File: src/rtl/lbm_result_reader_if.sv
// Bus bundle for the LBM result reader: lattice memory read port plus the host-bound word stream.
// The reader drives the master modport; the memory/host side uses the slave modport.
interface lbm_result_reader_if #(
    parameter int ADDRESS_WIDTH = 8,
    parameter int DATA_WIDTH    = 32,
    parameter int DATA_WIDTH_F  = 9 * DATA_WIDTH
);
    logic                     mem_rd_en;
    logic [ADDRESS_WIDTH-1:0] mem_rd_addr;
    logic [DATA_WIDTH_F-1:0]  mem_rd_data;
    logic                     out_valid;
    logic                     out_ready;
    logic [DATA_WIDTH-1:0]    out_data;
    logic                     out_last;

    modport master (
        output mem_rd_en,
        output mem_rd_addr,
        input  mem_rd_data,
        output out_valid,
        input  out_ready,
        output out_data,
        output out_last
    );

    modport slave (
        input  mem_rd_en,
        input  mem_rd_addr,
        output mem_rd_data,
        input  out_valid,
        output out_ready,
        input  out_data,
        input  out_last
    );
endinterface

File: src/rtl/lbm_result_reader.sv
// Post-run readout engine: after FINISHED rises, reads every lattice node and streams its
// nine distributions as words. Optional macro DENSITY_OUT_EN appends rho = sum(f0..f8) per node.
module lbm_result_reader #(
    parameter int GRID_DIM      = 256,
    parameter int DATA_WIDTH    = 32,
    parameter int ADDRESS_WIDTH = $clog2(GRID_DIM),
    parameter int DATA_WIDTH_F  = 9 * DATA_WIDTH,
    parameter int READ_LATENCY  = 2
) (
    input  logic                CLOCK_50,
    input  logic                RESET,
    input  logic                FINISHED,
    lbm_result_reader_if.master lbm_bus,
    output logic                busy,
    output logic                done
);

`ifdef DENSITY_OUT_EN
    localparam int NW = 10;
`else
    localparam int NW = 9;
`endif
    localparam int WORD_W = $clog2(NW);
    localparam int LAT_W  = (READ_LATENCY > 1) ? $clog2(READ_LATENCY) : 1;

    localparam logic [WORD_W-1:0]        LAST_WORD = WORD_W'(NW - 1);
    localparam logic [ADDRESS_WIDTH-1:0] LAST_ADDR = ADDRESS_WIDTH'(GRID_DIM - 1);
    localparam logic [LAT_W-1:0]         LAST_LAT  = LAT_W'(READ_LATENCY - 1);

    typedef enum logic [2:0] {
        ST_IDLE = 3'd0,
        ST_REQ  = 3'd1,
        ST_WAIT = 3'd2,
        ST_SEND = 3'd3,
        ST_DONE = 3'd4
    } state_e;

    state_e                           state_q, state_d;
    logic                             fin_q, fin_prev_q;
    logic [ADDRESS_WIDTH-1:0]         addr_q, addr_d;
    logic [WORD_W-1:0]                word_q, word_d;
    logic [LAT_W-1:0]                 lat_q, lat_d;
    logic [NW-1:0][DATA_WIDTH-1:0]    buf_q, buf_d;
    logic                             mem_rd_en_q, mem_rd_en_d;
    logic [ADDRESS_WIDTH-1:0]         mem_rd_addr_q, mem_rd_addr_d;
    logic                             out_valid_q, out_valid_d;
    logic [DATA_WIDTH-1:0]            out_data_q, out_data_d;
    logic                             out_last_q, out_last_d;
    logic                             busy_q, busy_d;
    logic                             done_q, done_d;

    logic                             fin_rise_s;
    logic                             xfer_s;
    logic [DATA_WIDTH_F-1:0]          rd_word_s;

`ifdef DENSITY_OUT_EN
    // Node density: plain sum of the nine distributions, wrapping at DATA_WIDTH bits.
    function automatic logic [DATA_WIDTH-1:0] density_sum(input logic [DATA_WIDTH_F-1:0] f);
        logic [DATA_WIDTH-1:0] acc;
        acc = '0;
        for (int k = 0; k < 9; k++) begin
            acc = acc + f[k*DATA_WIDTH +: DATA_WIDTH];
        end
        return acc;
    endfunction
`endif

    assign rd_word_s  = lbm_bus.mem_rd_data;
    // Both FINISHED flops reset high, so a level held high across reset never looks like a rise.
    assign fin_rise_s = fin_q & ~fin_prev_q;
    assign xfer_s     = out_valid_q & lbm_bus.out_ready;

    // FINISHED sampling and edge-history registers
    always_ff @(posedge CLOCK_50 or negedge RESET) begin
        if (!RESET) begin
            fin_q      <= 1'b1;
            fin_prev_q <= 1'b1;
        end else begin
            fin_q      <= FINISHED;
            fin_prev_q <= fin_q;
        end
    end

    // FSM state, counters, node buffer and registered outputs
    always_ff @(posedge CLOCK_50 or negedge RESET) begin
        if (!RESET) begin
            state_q       <= ST_IDLE;
            addr_q        <= '0;
            word_q        <= '0;
            lat_q         <= '0;
            buf_q         <= '0;
            mem_rd_en_q   <= 1'b0;
            mem_rd_addr_q <= '0;
            out_valid_q   <= 1'b0;
            out_data_q    <= '0;
            out_last_q    <= 1'b0;
            busy_q        <= 1'b0;
            done_q        <= 1'b0;
        end else begin
            state_q       <= state_d;
            addr_q        <= addr_d;
            word_q        <= word_d;
            lat_q         <= lat_d;
            buf_q         <= buf_d;
            mem_rd_en_q   <= mem_rd_en_d;
            mem_rd_addr_q <= mem_rd_addr_d;
            out_valid_q   <= out_valid_d;
            out_data_q    <= out_data_d;
            out_last_q    <= out_last_d;
            busy_q        <= busy_d;
            done_q        <= done_d;
        end
    end

    // Next-state logic; outputs are derived from the next state so they register cleanly
    always_comb begin
        state_d    = state_q;
        addr_d     = addr_q;
        word_d     = word_q;
        lat_d      = lat_q;
        buf_d      = buf_q;
        out_data_d = out_data_q;

        case (state_q)
            ST_IDLE: begin
                if (fin_rise_s) begin
                    state_d = ST_REQ;
                    addr_d  = '0;
                    word_d  = '0;
                end else begin
                    state_d = ST_IDLE;
                end
            end
            ST_REQ: begin
                state_d = ST_WAIT;
                lat_d   = '0;
            end
            ST_WAIT: begin
                if (lat_q == LAST_LAT) begin
                    for (int k = 0; k < 9; k++) begin
                        buf_d[k] = rd_word_s[k*DATA_WIDTH +: DATA_WIDTH];
                    end
`ifdef DENSITY_OUT_EN
                    buf_d[9] = density_sum(rd_word_s);
`endif
                    out_data_d = rd_word_s[DATA_WIDTH-1:0];
                    word_d     = '0;
                    state_d    = ST_SEND;
                end else begin
                    lat_d = lat_q + LAT_W'(1);
                end
            end
            ST_SEND: begin
                if (xfer_s) begin
                    if (word_q == LAST_WORD) begin
                        word_d = '0;
                        if (addr_q == LAST_ADDR) begin
                            state_d = ST_DONE;
                        end else begin
                            addr_d  = addr_q + ADDRESS_WIDTH'(1);
                            state_d = ST_REQ;
                        end
                    end else begin
                        word_d     = word_q + WORD_W'(1);
                        out_data_d = buf_q[word_d];
                    end
                end else begin
                    state_d = ST_SEND;
                end
            end
            ST_DONE: begin
                if (!fin_q) begin
                    state_d = ST_IDLE;
                end else begin
                    state_d = ST_DONE;
                end
            end
            default: begin
                state_d = ST_IDLE;
            end
        endcase

        mem_rd_en_d   = (state_d == ST_REQ);
        mem_rd_addr_d = addr_d;
        out_valid_d   = (state_d == ST_SEND);
        out_last_d    = (state_d == ST_SEND) && (word_d == LAST_WORD) && (addr_d == LAST_ADDR);
        busy_d        = (state_d == ST_REQ) || (state_d == ST_WAIT) || (state_d == ST_SEND);
        done_d        = (state_d == ST_DONE);
    end

    assign lbm_bus.mem_rd_en   = mem_rd_en_q;
    assign lbm_bus.mem_rd_addr = mem_rd_addr_q;
    assign lbm_bus.out_valid   = out_valid_q;
    assign lbm_bus.out_data    = out_data_q;
    assign lbm_bus.out_last    = out_last_q;
    assign busy                = busy_q;
    assign done                = done_q;

endmodule

File: src/flat_wrapper.sv
// flat-port wrapper written by rule: the top's interface ports become plain ports
module lbm_result_reader_flat 
#(
    parameter int GRID_DIM      = 256,
    parameter int DATA_WIDTH    = 32,
    parameter int ADDRESS_WIDTH = $clog2(GRID_DIM),
    parameter int DATA_WIDTH_F  = 9 * DATA_WIDTH,
    parameter int READ_LATENCY  = 2
)
  (CLOCK_50, RESET, FINISHED, busy, done, lbm_bus_mem_rd_en, lbm_bus_mem_rd_addr, lbm_bus_mem_rd_data, lbm_bus_out_valid, lbm_bus_out_ready, lbm_bus_out_data, lbm_bus_out_last);
  lbm_result_reader_if #(.ADDRESS_WIDTH(ADDRESS_WIDTH), .DATA_WIDTH(DATA_WIDTH), .DATA_WIDTH_F(DATA_WIDTH_F)) lbm_bus_i ();
  input  logic CLOCK_50;
  input  logic RESET;
  input  logic FINISHED;
  output logic busy;
  output logic done;
  output wire logic [$bits(lbm_bus_i.mem_rd_en)-1:0] lbm_bus_mem_rd_en;
  output wire logic [$bits(lbm_bus_i.mem_rd_addr)-1:0] lbm_bus_mem_rd_addr;
  input wire logic [$bits(lbm_bus_i.mem_rd_data)-1:0] lbm_bus_mem_rd_data;
  output wire logic [$bits(lbm_bus_i.out_valid)-1:0] lbm_bus_out_valid;
  input wire logic [$bits(lbm_bus_i.out_ready)-1:0] lbm_bus_out_ready;
  output wire logic [$bits(lbm_bus_i.out_data)-1:0] lbm_bus_out_data;
  output wire logic [$bits(lbm_bus_i.out_last)-1:0] lbm_bus_out_last;
  assign lbm_bus_mem_rd_en = lbm_bus_i.mem_rd_en;
  assign lbm_bus_mem_rd_addr = lbm_bus_i.mem_rd_addr;
  assign lbm_bus_i.mem_rd_data = lbm_bus_mem_rd_data;
  assign lbm_bus_out_valid = lbm_bus_i.out_valid;
  assign lbm_bus_i.out_ready = lbm_bus_out_ready;
  assign lbm_bus_out_data = lbm_bus_i.out_data;
  assign lbm_bus_out_last = lbm_bus_i.out_last;
  lbm_result_reader #(.GRID_DIM(GRID_DIM), .DATA_WIDTH(DATA_WIDTH), .ADDRESS_WIDTH(ADDRESS_WIDTH), .DATA_WIDTH_F(DATA_WIDTH_F), .READ_LATENCY(READ_LATENCY)) u_core (.CLOCK_50(CLOCK_50), .RESET(RESET), .FINISHED(FINISHED), .lbm_bus(lbm_bus_i), .busy(busy), .done(done));
endmodule
File: config.mk
export PLATFORM = sky130hd
export DESIGN_NAME = lbm_result_reader_flat
export DESIGN_NICKNAME = d
export VERILOG_FILES = /design/src/rtl/lbm_result_reader_if.sv /design/src/rtl/lbm_result_reader.sv /design/src/flat_wrapper.sv
export SDC_FILE = /design/constraint.sdc
export NUM_CORES = 1
export LEC_CHECK = 0
export CORE_ASPECT_RATIO = 0.7
export CORE_UTILIZATION = 40
export DETAILED_ROUTE_END_ITERATION = 16
export GPL_TIMING_DRIVEN = 0
export PLACE_DENSITY_LB_ADDON = 0.1
export SYNTH_ARGS = -nofsm -noshare
export SYNTH_HDL_FRONTEND = slang
export SYNTH_SLANG_ARGS = --single-unit
File: constraint.sdc
create_clock -name CLOCK_50 -period 6 [get_ports CLOCK_50]
set_input_delay 0.6 -clock CLOCK_50 [delete_from_list [all_inputs] [get_ports CLOCK_50]]
set_output_delay 0.6 -clock CLOCK_50 [all_outputs]
set_load 0.02 [all_outputs]
==> results of run 1 <==
-- worst min-delay path by stage --
stage / start / endpoint / cells past startpoint
after floorplan: RESET / u_core.addr_q[0]$_DFF_PN0_ / 0
final: RESET / u_core.addr_q[5]$_DFF_PN0_ / 1
after CTS: RESET / u_core.addr_q[5]$_DFF_PN0_ / 1
after global placement: u_core.fin_q$_DFF_PN1_ / u_core.fin_prev_q$_DFF_PN1_ / 0
after detailed placement: u_core.fin_q$_DFF_PN1_ / u_core.fin_prev_q$_DFF_PN1_ / 0
after global routing: RESET / u_core.addr_q[6]$_DFF_PN0_ / 1
-- registers in the layout, indices dropped and copies added (netlist names) --
name,count
u_core.lbm_bus.out_valid,1
u_core.lat_q,1
u_core.addr_q,8
u_core.lbm_bus.out_last,1
u_core.busy,1
u_core.buf_q,288
u_core.state_q,3
u_core.fin_q,1
u_core.done,1
u_core.fin_prev_q,1
u_core.word_q,4
u_core.lbm_bus.mem_rd_en,1
u_core.lbm_bus.out_data,32
-- cell type report --
type	instances	area, um^2
diodes	8	20.02
plain buffers	79	447.9
clock buffers	59	1171
clock inverters	8	147.6
fillers	3311	17380
inverters	6	22.52
multi-input cells	678	6549
flip-flops and latches	343	8586
well taps	527	659.4
repair buffers	339	3451
-- cells by family after synthesis --
group / count (synthesis)
flip-flops: 343
AND/OR/NAND/NOR: 153
adder cells (fa/ha/maj): 3
multiplexers: 355
AO/OA/AOI/OAI: 163
XOR/XNOR: 4
buffers and inverters: 85
-- metrics by stage --
| stage | setup WS, ns | setup TNS [ns] | hold slack (ns) | std cells |
|---|---|---|---|---|
| 2_1_floorplan | 3.138 | 0 | 0.3044 | 1106 |
| 3_3_place_gp | -11.23 | -3826.23 | 0.3959 | 1969 |
| 3_5_place_dp | 1.450 | 0 | 0.3959 | 1972 |
| 4_1_cts | 1.448 | 0 | 0.001319 | 2039 |
| 5_1_grt | 1.224 | 0 | 0.01732 | 2046 |
| 6_report | 1.559 | 0 | -0.007992 | 2047 |
-- worst register-to-register path: stages (launching register included) --
cell,delay (ns)
dfrtp_1,0.35
clkbuf_1,0.36
buf_2,0.44
buf_4,0.32
inv_1,0.09
ha_1,0.43
clkbuf_1,0.70
buf_1,0.66
mux4_2,0.45
nand2_1,0.09
a21oi_1,0.06
a211oi_1,0.26
o21ai_1,0.11
-- layer usage --
| metal | wire, um | vias to the layer above | global-route usage | share of wire |
|---|---|---|---|---|
| met5 | 90 | - | 0 | 0.0019 |
| met4 | 1066 | 14 | 0.06800 | 0.023 |
| met3 | 3054 | 87 | 0.06133 | 0.065 |
| met2 | 20470 | 319 | 0.3463 | 0.43 |
| met1 | 22580 | 5497 | 0.3564 | 0.48 |
| li1 | - | 4852 | - | - |
-- cells in the final DEF (no fill, tap or decap), types with 3 or more instances in the layout --
cell,n
buf_6,3
clkbuf_16,39
inv_1,6
and3b_1,3
buf_2,21
mux2_1,121
nand2_1,104
bufinv_16,4
nand4_1,4
a21oi_1,37
ha_1,3
o21ai_1,30
mux4_2,64
clkbuf_1,34
buf_16,3
diode_2,8
nor2_1,8
o21ai_0,41
nand3_1,7
dfrtp_1,341
mux2_2,169
buf_4,27
clkdlybuf4s50_1,335
clkbuf_8,12
nor3_1,3
a211oi_1,34
-- power by group --
group,internal (uW),switching (uW)
combinational,2500,2380
sequential,3450,576
clock,1510,950
total,7460,3910
==> flow_metrics.env, run 1 <==
export IMPL_synth_common_cells="341 x dfrtp_1, 169 x mux2_2, 121 x mux2_1, 104 x nand2_1, 64 x mux4_2"
export IMPL_rrSetupSlack_ns=1.56
export IMPL_cp_max_fo=10
export IMPL_hpwl_mm=35.20
export IMPL_drtPass1Iterations=5
export IMPL_ys_top_cells_by_area="dfrtp_1 55%, mux2_2 12%, mux4_2 9.2%, mux2_1 8.7%, nand2_1 2.5%"
export IMPL_hold_slack_ns=-0.007992
export IMPL_synth_most_common_cell="dfrtp_1"
export IMPL_cts_sinks=343
export IMPL_status="finished with violations"
export IMPL_path_buf_inv=6
export IMPL_worstSetupEndpointType="flop"
export IMPL_yosysUniqueCellTypes=60
export IMPL_max_slew_margin=0.3661
export IMPL_rsz0062_at_grt="false"
export IMPL_gp_congestion=0.8725
export IMPL_synth_top_family_by_area="multiplexers"
export IMPL_drive_above_1_share=0.2414
export IMPL_post_cts_buffers=0
export IMPL_synth_avg_cell_area_um2=14.11
export IMPL_grt_pass1_vias=11179
export IMPL_required_ns=6.41
export IMPL_fmax_mhz=225.2
export IMPL_grt_total_usage=0.2401
export IMPL_hold_viol=4
export IMPL_yosysSeqAreaShare=0.5502
export IMPL_synth_fp_nets=1401
export IMPL_cts_htree_levels=2
export IMPL_overflow=0
export IMPL_root_buffer="clkbuf_16"
export IMPL_postPlaceCellArea_um2=19720
export IMPL_antenna_found_initial=17
export IMPL_vias=10769
export IMPL_vdd_drop_max_mv=0.2452
export IMPL_rows=60
export IMPL_die_area_um2=39820
export IMPL_synthArstFlopShare=1.000
export IMPL_arrival_ns=4.85
export IMPL_worstSetupStartpoint="u_core.word_q[0]$_DFF_PN0_"
export IMPL_fin_area_um2=21050
export IMPL_p_total_uw=11370
export IMPL_postLayoutCoreUtil=0.5478
export IMPL_reg2regPathDepth=12
export IMPL_hold_path_class="input pin to asynchronous set/reset pin"
export IMPL_pin_count=337
export IMPL_setup_viol=0
export IMPL_cp_slowest_cell="clkbuf_1"
export IMPL_routed_wl_mm=47.26
export IMPL_synth_compound_area_frac=0.06398
export IMPL_grt_pass1_wl_mm=71.04
export IMPL_start_util=0.4060
export IMPL_netlist_area_um2=15600
export IMPL_power_leakage_uw=0.008567
export IMPL_cts_tree="done"
export IMPL_final_period_utilization=0.7401
export IMPL_crit_path_start_kind="flop"
export IMPL_netlist_area_leader_share=0.5468
export IMPL_wl_per_cell_um=23.09
export IMPL_die_h_um=167.3
export IMPL_synth_edff_count=0
export IMPL_power_density_nw_per_um2=540.0
export IMPL_nets=1780
export IMPL_clock_latency_ns=0.53
export IMPL_synth_warnings=0
export IMPL_cp_common_cell="clkbuf_1"
export IMPL_ant_nets=0
export IMPL_drv_slew=0
export IMPL_crit_family="buffers and inverters"
export IMPL_min_period_ns=4.441
export IMPL_synthAdderAreaFrac=0.002405
export IMPL_path_clk_slew_ns=0.06
export IMPL_worstReg2RegEnd="u_core.lbm_bus.out_data[22]$_DFFE_PN0P_"
export IMPL_core_area_um2=38440
export IMPL_drc=0
export IMPL_synth_xor_area_frac=0.002245
export IMPL_die_x_um=238.1
export IMPL_drtIter0Drc=603
export IMPL_violations="negative hold slack"
export IMPL_numPortBuffers=336
export IMPL_hold_buffers=0
export IMPL_synth_simple_area_share=0.04875
export IMPL_yosysTopAreaCell="dfrtp_1"
export IMPL_cts_resized=0
export IMPL_syn_inst=1106
export IMPL_routed_via_density=5.261
export IMPL_grt_max_degree=119
export IMPL_fin_worst_skew_ns=0.01390
export IMPL_synth_flop_cell="dfrtp_1"
export IMPL_crit_end="u_core.lbm_bus.out_data[22]$_DFFE_PN0P_"
export IMPL_worstSetupPathType="flop to flop"
export IMPL_cts_buffers=38
export IMPL_clockBufferDepth=3
export IMPL_maxCapViolCount=0
export IMPL_muxShareOfSynthArea=0.3023
export IMPL_ys_ff_latch=343
export IMPL_area_delta_synth_final_pct=34.92
export IMPL_worst_pin_slew_ns=0.9477
export IMPL_r2r_start="u_core.word_q[0]$_DFF_PN0_"
export IMPL_crit_chain="clkbuf_1, buf_2, buf_4, inv_1, ha_1, clkbuf_1, buf_1, mux4_2, nand2_1, a21oi_1, a211oi_1, o21ai_1"
export IMPL_slowest_delay_ns=0.69
export IMPL_path_depth=12
No activity file was read; power rests on OpenSTA's default activity.
==> run 2, diff against run 1 <==
- clock period: 6 -> 4.3 ns (I/O delays scaled with it)
==> run 2 against run 1 <==
- the flow now finishes without violations
- utilization is essentially flat
- critical path type unchanged
- clock skew shrank 0.0014 ns
- largest cell class unchanged
- highest routed layer unchanged
- global-route usage is the same
- sequential share of layout area is essentially flat
- power grew 40%
- non-clock buffer count grew 1
==> flow_metrics.env, run 2 (same netlist as run 1, synthesis figures left out) <==
export IMPL_status="finished, final reports clean"
export IMPL_worstSetupEndpointType="flop"
export IMPL_worstSetupPathType="flop to flop"
export IMPL_drtIter0Drc=641
export IMPL_final_period_utilization=0.9258
export IMPL_finalWorstSetupSlack_ns=0.3193
export IMPL_drc=0
export IMPL_arrival_ns=4.39
export IMPL_ant_nets=0
export IMPL_required_ns=4.71
export IMPL_drv_slew=0
export IMPL_vias=10782
export IMPL_area_delta_synth_final_pct=35.01
export IMPL_numPortBuffers=336
export IMPL_core_area_um2=38440
export IMPL_root_buffer="clkbuf_16"
export IMPL_final_cells=2048
export IMPL_pin_count=337
export IMPL_hold_viol=0
export IMPL_hold_path_class="input pin to flop"
export IMPL_power_density_nw_per_um2=753.4
export IMPL_path_clk_slew_ns=0.06
export IMPL_grt_max_degree=119
export IMPL_setup_viol=0
export IMPL_fmax_mhz=251.2
export IMPL_p_total_uw=15870
export IMPL_die_x_um=238.1
export IMPL_largest_register_ffs=288
export IMPL_drtPass1Iterations=5
export IMPL_layout_commonest_cell="dfrtp_1"
export IMPL_hpwl_mm=35.20
export IMPL_die_h_um=167.3
export IMPL_fin_tns_setup_ns=0
export IMPL_max_slew_margin=0.3977
export IMPL_cts_tree="done"
export IMPL_layout_common_cells="341 x dfrtp_1, 335 x clkdlybuf4s50_1, 169 x mux2_2, 121 x mux2_1, 104 x nand2_1"
export IMPL_postPlaceCellArea_um2=19720
export IMPL_gp_congestion=0.8725
export IMPL_drive_above_1_share=0.2432
export IMPL_vdd_drop_max_mv=0.3430
export IMPL_clockBufferDepth=3
export IMPL_clock_latency_ns=0.53
export IMPL_cts_htree_levels=2
export IMPL_pre_cts_slack_ns=-0.2502
export IMPL_routed_via_density=5.265
export IMPL_grt_pass1_vias=11179
export IMPL_rows=60
export IMPL_place_inst=1972
export IMPL_overflow=0
export IMPL_fillers=3310
export IMPL_maxCapViolCount=0
export IMPL_routed_wl_mm=47.21
export IMPL_grt_pass1_wl_mm=71.04
export IMPL_cp_max_fo=10
export IMPL_largest_register="u_core.buf_q"
export IMPL_post_cts_buffers=0
export IMPL_rsz0062_at_grt="false"
export IMPL_die_area_um2=39820
export IMPL_cts_buffers=38
export IMPL_worst_pin_slew_ns=0.9003
export IMPL_grt_total_usage=0.2401
export IMPL_nets=1781
export IMPL_cts_sinks=343
export IMPL_start_util=0.4060
export IMPL_antenna_found_initial=17
export IMPL_power_leakage_uw=0.008580
export IMPL_wl_per_cell_um=23.05
export IMPL_fin_area_um2=21070
export IMPL_min_period_ns=3.981
export IMPL_crit_path_start_kind="flop"
export IMPL_fin_worst_skew_ns=0.01248
-- run 2: cell count changes in the layout (fill, tap and decap cells not counted) --
cell           change
clkbuf_2           +3
clkbuf_1           -2
buf_1              -1
dlygate4sd3_1      +1
-- run 2: cell type report --
type	instances	area (um^2)	area share
buffer	79	451.7	0.02144
timing repair buffer	340	3461	0.1643
sequential	343	8586	0.4075
multi-input combinational	678	6549	0.3108
clock inverter	8	147.6	0.007008
clock buffer	59	1171	0.05559
inverter	6	22.52	0.001069
antenna	8	20.02	0.0009502
tap	527	659.4	0.03130
-- run 2: metrics by stage --
step / utilization / hold slack, ns
global route: 0.5480 / 0.3089
CTS: 0.5475 / 0.3028
detailed placement: 0.5129 / 0.3840
global placement: 0.5106 / 0.3959
floorplan: - / 0.1344
finish: 0.5481 / 0.3171
-- run 2: metal layers --
metal  track usage  routed length, um  up-vias
met5             0                 90        -
met4       0.06800               1006       14
met3       0.06133               3290       79
met2        0.3463              20470      351
met1        0.3564              22350     5487
li1              -                  -     4851
-- run 2: power breakdown --
part | internal (uW) | leakage (uW) | switching [uW] | total [uW]
clock network | 2110 | 0.000650 | 1330 | 3440
registers | 4810 | 0.00410 | 802 | 5610
logic | 3490 | 0.00383 | 3330 | 6820
-- run 2: what timing repair did --
item | in CTS | in global routing
hold endpoints to repair | 56 | 0
pin swaps | 0 | 0
cloned | 0 | 0
gates resized for setup | 1 | 3
setup endpoints to repair | 22 | 18
hold buffers | 1 | 0
-- run 2: final timing paths --
| kind | startpoint | to | slack, ns | cells past startpoint |
|---|---|---|---|---|
| max | u_core.word_q[0]$_DFF_PN0_ | u_core.lbm_bus.out_data[7]$_DFFE_PN0P_ | 0.32 | 12 |
| min reg2reg | u_core.fin_q$_DFF_PN1_ | u_core.fin_prev_q$_DFF_PN1_ | 0.40 | 0 |
| max in group asynchronous | RESET | u_core.buf_q[200]$_DFFE_PN0P_ | 2.53 | 4 |
| max reg2reg | u_core.word_q[0]$_DFF_PN0_ | u_core.lbm_bus.out_data[7]$_DFFE_PN0P_ | 0.32 | 12 |
| min | FINISHED | u_core.fin_q$_DFF_PN1_ | 0.32 | 1 |
| min in group asynchronous | RESET | u_core.addr_q[5]$_DFF_PN0_ | 0.42 | 2 |
-- run 2: worst max-delay path, cell delays in order, from the launching register on --
cell	delay (ns)
dfrtp_1	0.35
clkbuf_1	0.38
buf_2	0.45
buf_4	0.32
inv_1	0.09
ha_1	0.41
clkbuf_2	0.44
buf_2	0.39
mux4_2	0.41
nand2_1	0.10
a21oi_1	0.07
a211oi_1	0.34
o21ai_1	0.11
==> run 3, diff against run 2 <==
- CORE_MARGIN: unset -> 1.5
==> run 3 against run 2 <==
- fmax fell by 0.38%
- non-clock buffer count did not move
- clock-buffer cell count fell by 5
- sequential power barely moved
- critical endpoint unchanged
==> flow_metrics.env, run 3 (same netlist as run 1, synthesis figures left out) <==
export IMPL_final_period_utilization=0.9293
export IMPL_max_slew_margin=0.4180
export IMPL_min_period_ns=3.996
export IMPL_core_area_um2=38440
export IMPL_crit_family="buffers and inverters"
export IMPL_crit_chain="clkbuf_1, buf_2, buf_4, inv_1, ha_1, clkbuf_2, buf_2, mux4_2, nand2_1, a21oi_1, a211oi_1, o21ai_1"
export IMPL_numPortBuffers=336
export IMPL_gp_congestion=0.8647
export IMPL_path_clk_slew_ns=0.06
export IMPL_grt_pass1_wl_mm=70.59
export IMPL_clockBufferDepth=3
export IMPL_pwr_share_comb=0.435
export IMPL_drc=0
export IMPL_grt_pass1_vias=11245
export IMPL_multi_input_area_um2=6549
export IMPL_vdd_drop_max_mv=0.3980
export IMPL_path_buf_inv=6
export IMPL_hpwl_mm=35.15
export IMPL_routed_wl_mm=47.35
export IMPL_largest_register="u_core.buf_q"
export IMPL_setup_viol=0
export IMPL_nets=1781
export IMPL_vias=10677
export IMPL_worstSetupEndpointType="flop"
export IMPL_arrival_ns=4.39
export IMPL_cp_common_cell="buf_2"
export IMPL_p_seq_frac=0.357
export IMPL_fin_tns_setup_ns=0
export IMPL_finalWorstSetupSlack_ns=0.3039
export IMPL_power_density_nw_per_um2=747.3
export IMPL_r2r_start="u_core.word_q[0]$_DFF_PN0_"
export IMPL_fmax_mhz=250.2
export IMPL_worstSetupPathType="flop to flop"
export IMPL_grt_total_usage=0.2376
export IMPL_clock_power_share=0.208
export IMPL_hold_slack_ns=0.3220
export IMPL_status="finished, final reports clean"
export IMPL_die_area_um2=40230
export IMPL_hold_viol=0
export IMPL_rsz0062_at_grt="false"
export IMPL_pre_cts_slack_ns=-0.1367
export IMPL_cts_sinks=343
export IMPL_reg2regPathDepth=12
export IMPL_layout_commonest_cell="dfrtp_1"
export IMPL_antenna_found_initial=22
export IMPL_routed_via_density=5.206
export IMPL_root_buffer="clkbuf_16"
export IMPL_cts_buffers=38
export IMPL_power_switching_uw=5465
export IMPL_ant_nets=0
export IMPL_cts_tree="done"
export IMPL_maxCapViolCount=0
export IMPL_slowest_delay_ns=0.44
export IMPL_die_x_um=239.1
export IMPL_crit_path_start_kind="flop"
export IMPL_p_total_uw=15690
export IMPL_path_depth=12
export IMPL_worstSetupStartpoint="u_core.word_q[0]$_DFF_PN0_"
export IMPL_area_delta_synth_final_pct=34.50
export IMPL_overflow=0
export IMPL_cts_htree_levels=2
export IMPL_cp_slowest_cell="buf_2"
export IMPL_drv_slew=0
export IMPL_clock_latency_ns=0.54
export IMPL_drtPass1Iterations=5
export IMPL_fillers=3346
export IMPL_p_int_uw=10220
export IMPL_pin_count=337
export IMPL_cp_max_fo=10
export IMPL_wl_per_cell_um=23.09
export IMPL_required_ns=4.69
export IMPL_fin_worst_skew_ns=0.01515
export IMPL_largest_register_ffs=288
export IMPL_die_h_um=168.3
export IMPL_worst_pin_slew_ns=0.8701
export IMPL_rows=60
export IMPL_power_leakage_uw=0.008534
export IMPL_hold_path_class="input pin to flop"
export IMPL_regArea_um2=8586
export IMPL_drtIter0Drc=545
export IMPL_layout_common_cells="341 x dfrtp_1, 335 x clkdlybuf4s50_1, 169 x mux2_2, 121 x mux2_1, 104 x nand2_1"
export IMPL_start_util=0.4060
export IMPL_drive_above_1_share=0.2427
export IMPL_p_sw_frac=0.3484
export IMPL_worstReg2RegEnd="u_core.lbm_bus.out_data[7]$_DFFE_PN0P_"
export IMPL_grt_max_degree=117
export IMPL_crit_end="u_core.lbm_bus.out_data[7]$_DFFE_PN0P_"
export IMPL_rrSetupSlack_ns=0.30
## run 3: cell count changes in the layout (fill, tap and decap cells not counted), sizes merged
cell,change
bufinv,-2
diode,+4
inv,-1
clkinvlp,+2
clkinv,+5
clkbuf,-5
## run 3: how the worst min path moves through the flow
stage	cells past startpoint	slack, ns	startpoint	endpoint
final	1	0.32	FINISHED	u_core.fin_q$_DFF_PN1_
after CTS	1	0.30	FINISHED	u_core.fin_q$_DFF_PN1_
after global placement	0	0.40	u_core.fin_q$_DFF_PN1_	u_core.fin_prev_q$_DFF_PN1_
after global routing	1	0.30	FINISHED	u_core.fin_q$_DFF_PN1_
after detailed placement	1	0.37	RESET	u_core.lbm_bus.out_last$_DFF_PN0_
after floorplan	0	0.13	RESET	u_core.addr_q[0]$_DFF_PN0_
## run 3: what timing repair did
item                       CTS  global route
pin swaps                    0             0
cloned                       0             0
hold buffers                 1             0
setup buffers                0             0
hold endpoints to repair    47             0
setup endpoints to repair   20             2
gates resized for setup      1             1
## run 3: area by class of cell
type,instances,area share
Sequential cell,343,0.4091
Multi-Input combinational cell,678,0.3120
Timing Repair Buffer,340,0.1649
Clock buffer,54,0.05300
Tap cell,527,0.03142
Buffer,79,0.02146
Clock inverter,12,0.005663
Antenna cell,12,0.001431
Inverter,6,0.001073
## run 3: metal layers
metal / vias up / track usage / share of wire
met5: - / 0 / 0.0021
met4: 16 / 0.07292 / 0.024
met3: 82 / 0.05903 / 0.065
met2: 308 / 0.3454 / 0.44
met1: 5427 / 0.3488 / 0.47
li1: 4844 / - / -
## run 3: metrics by stage
stage,std cells,utilization,instance area (um^2)
after floorplan,1106,-,15610
after global placement,1969,0.5106,19630
after detailed placement,1972,0.5129,19720
after CTS,2039,0.5452,20960
after global routing,2047,0.5458,20980
final,2051,0.5461,20990
## run 3: power groups by stage
stage                     sequential (uW)  clock, uW  combinational (uW)
after floorplan                      5550          0                4460
after global placement               5620          0                6740
after detailed placement             5640          0                6850
after CTS                            5590       3350                6890
after global routing                 5800       3480                7390
final                                5600       3260                6830
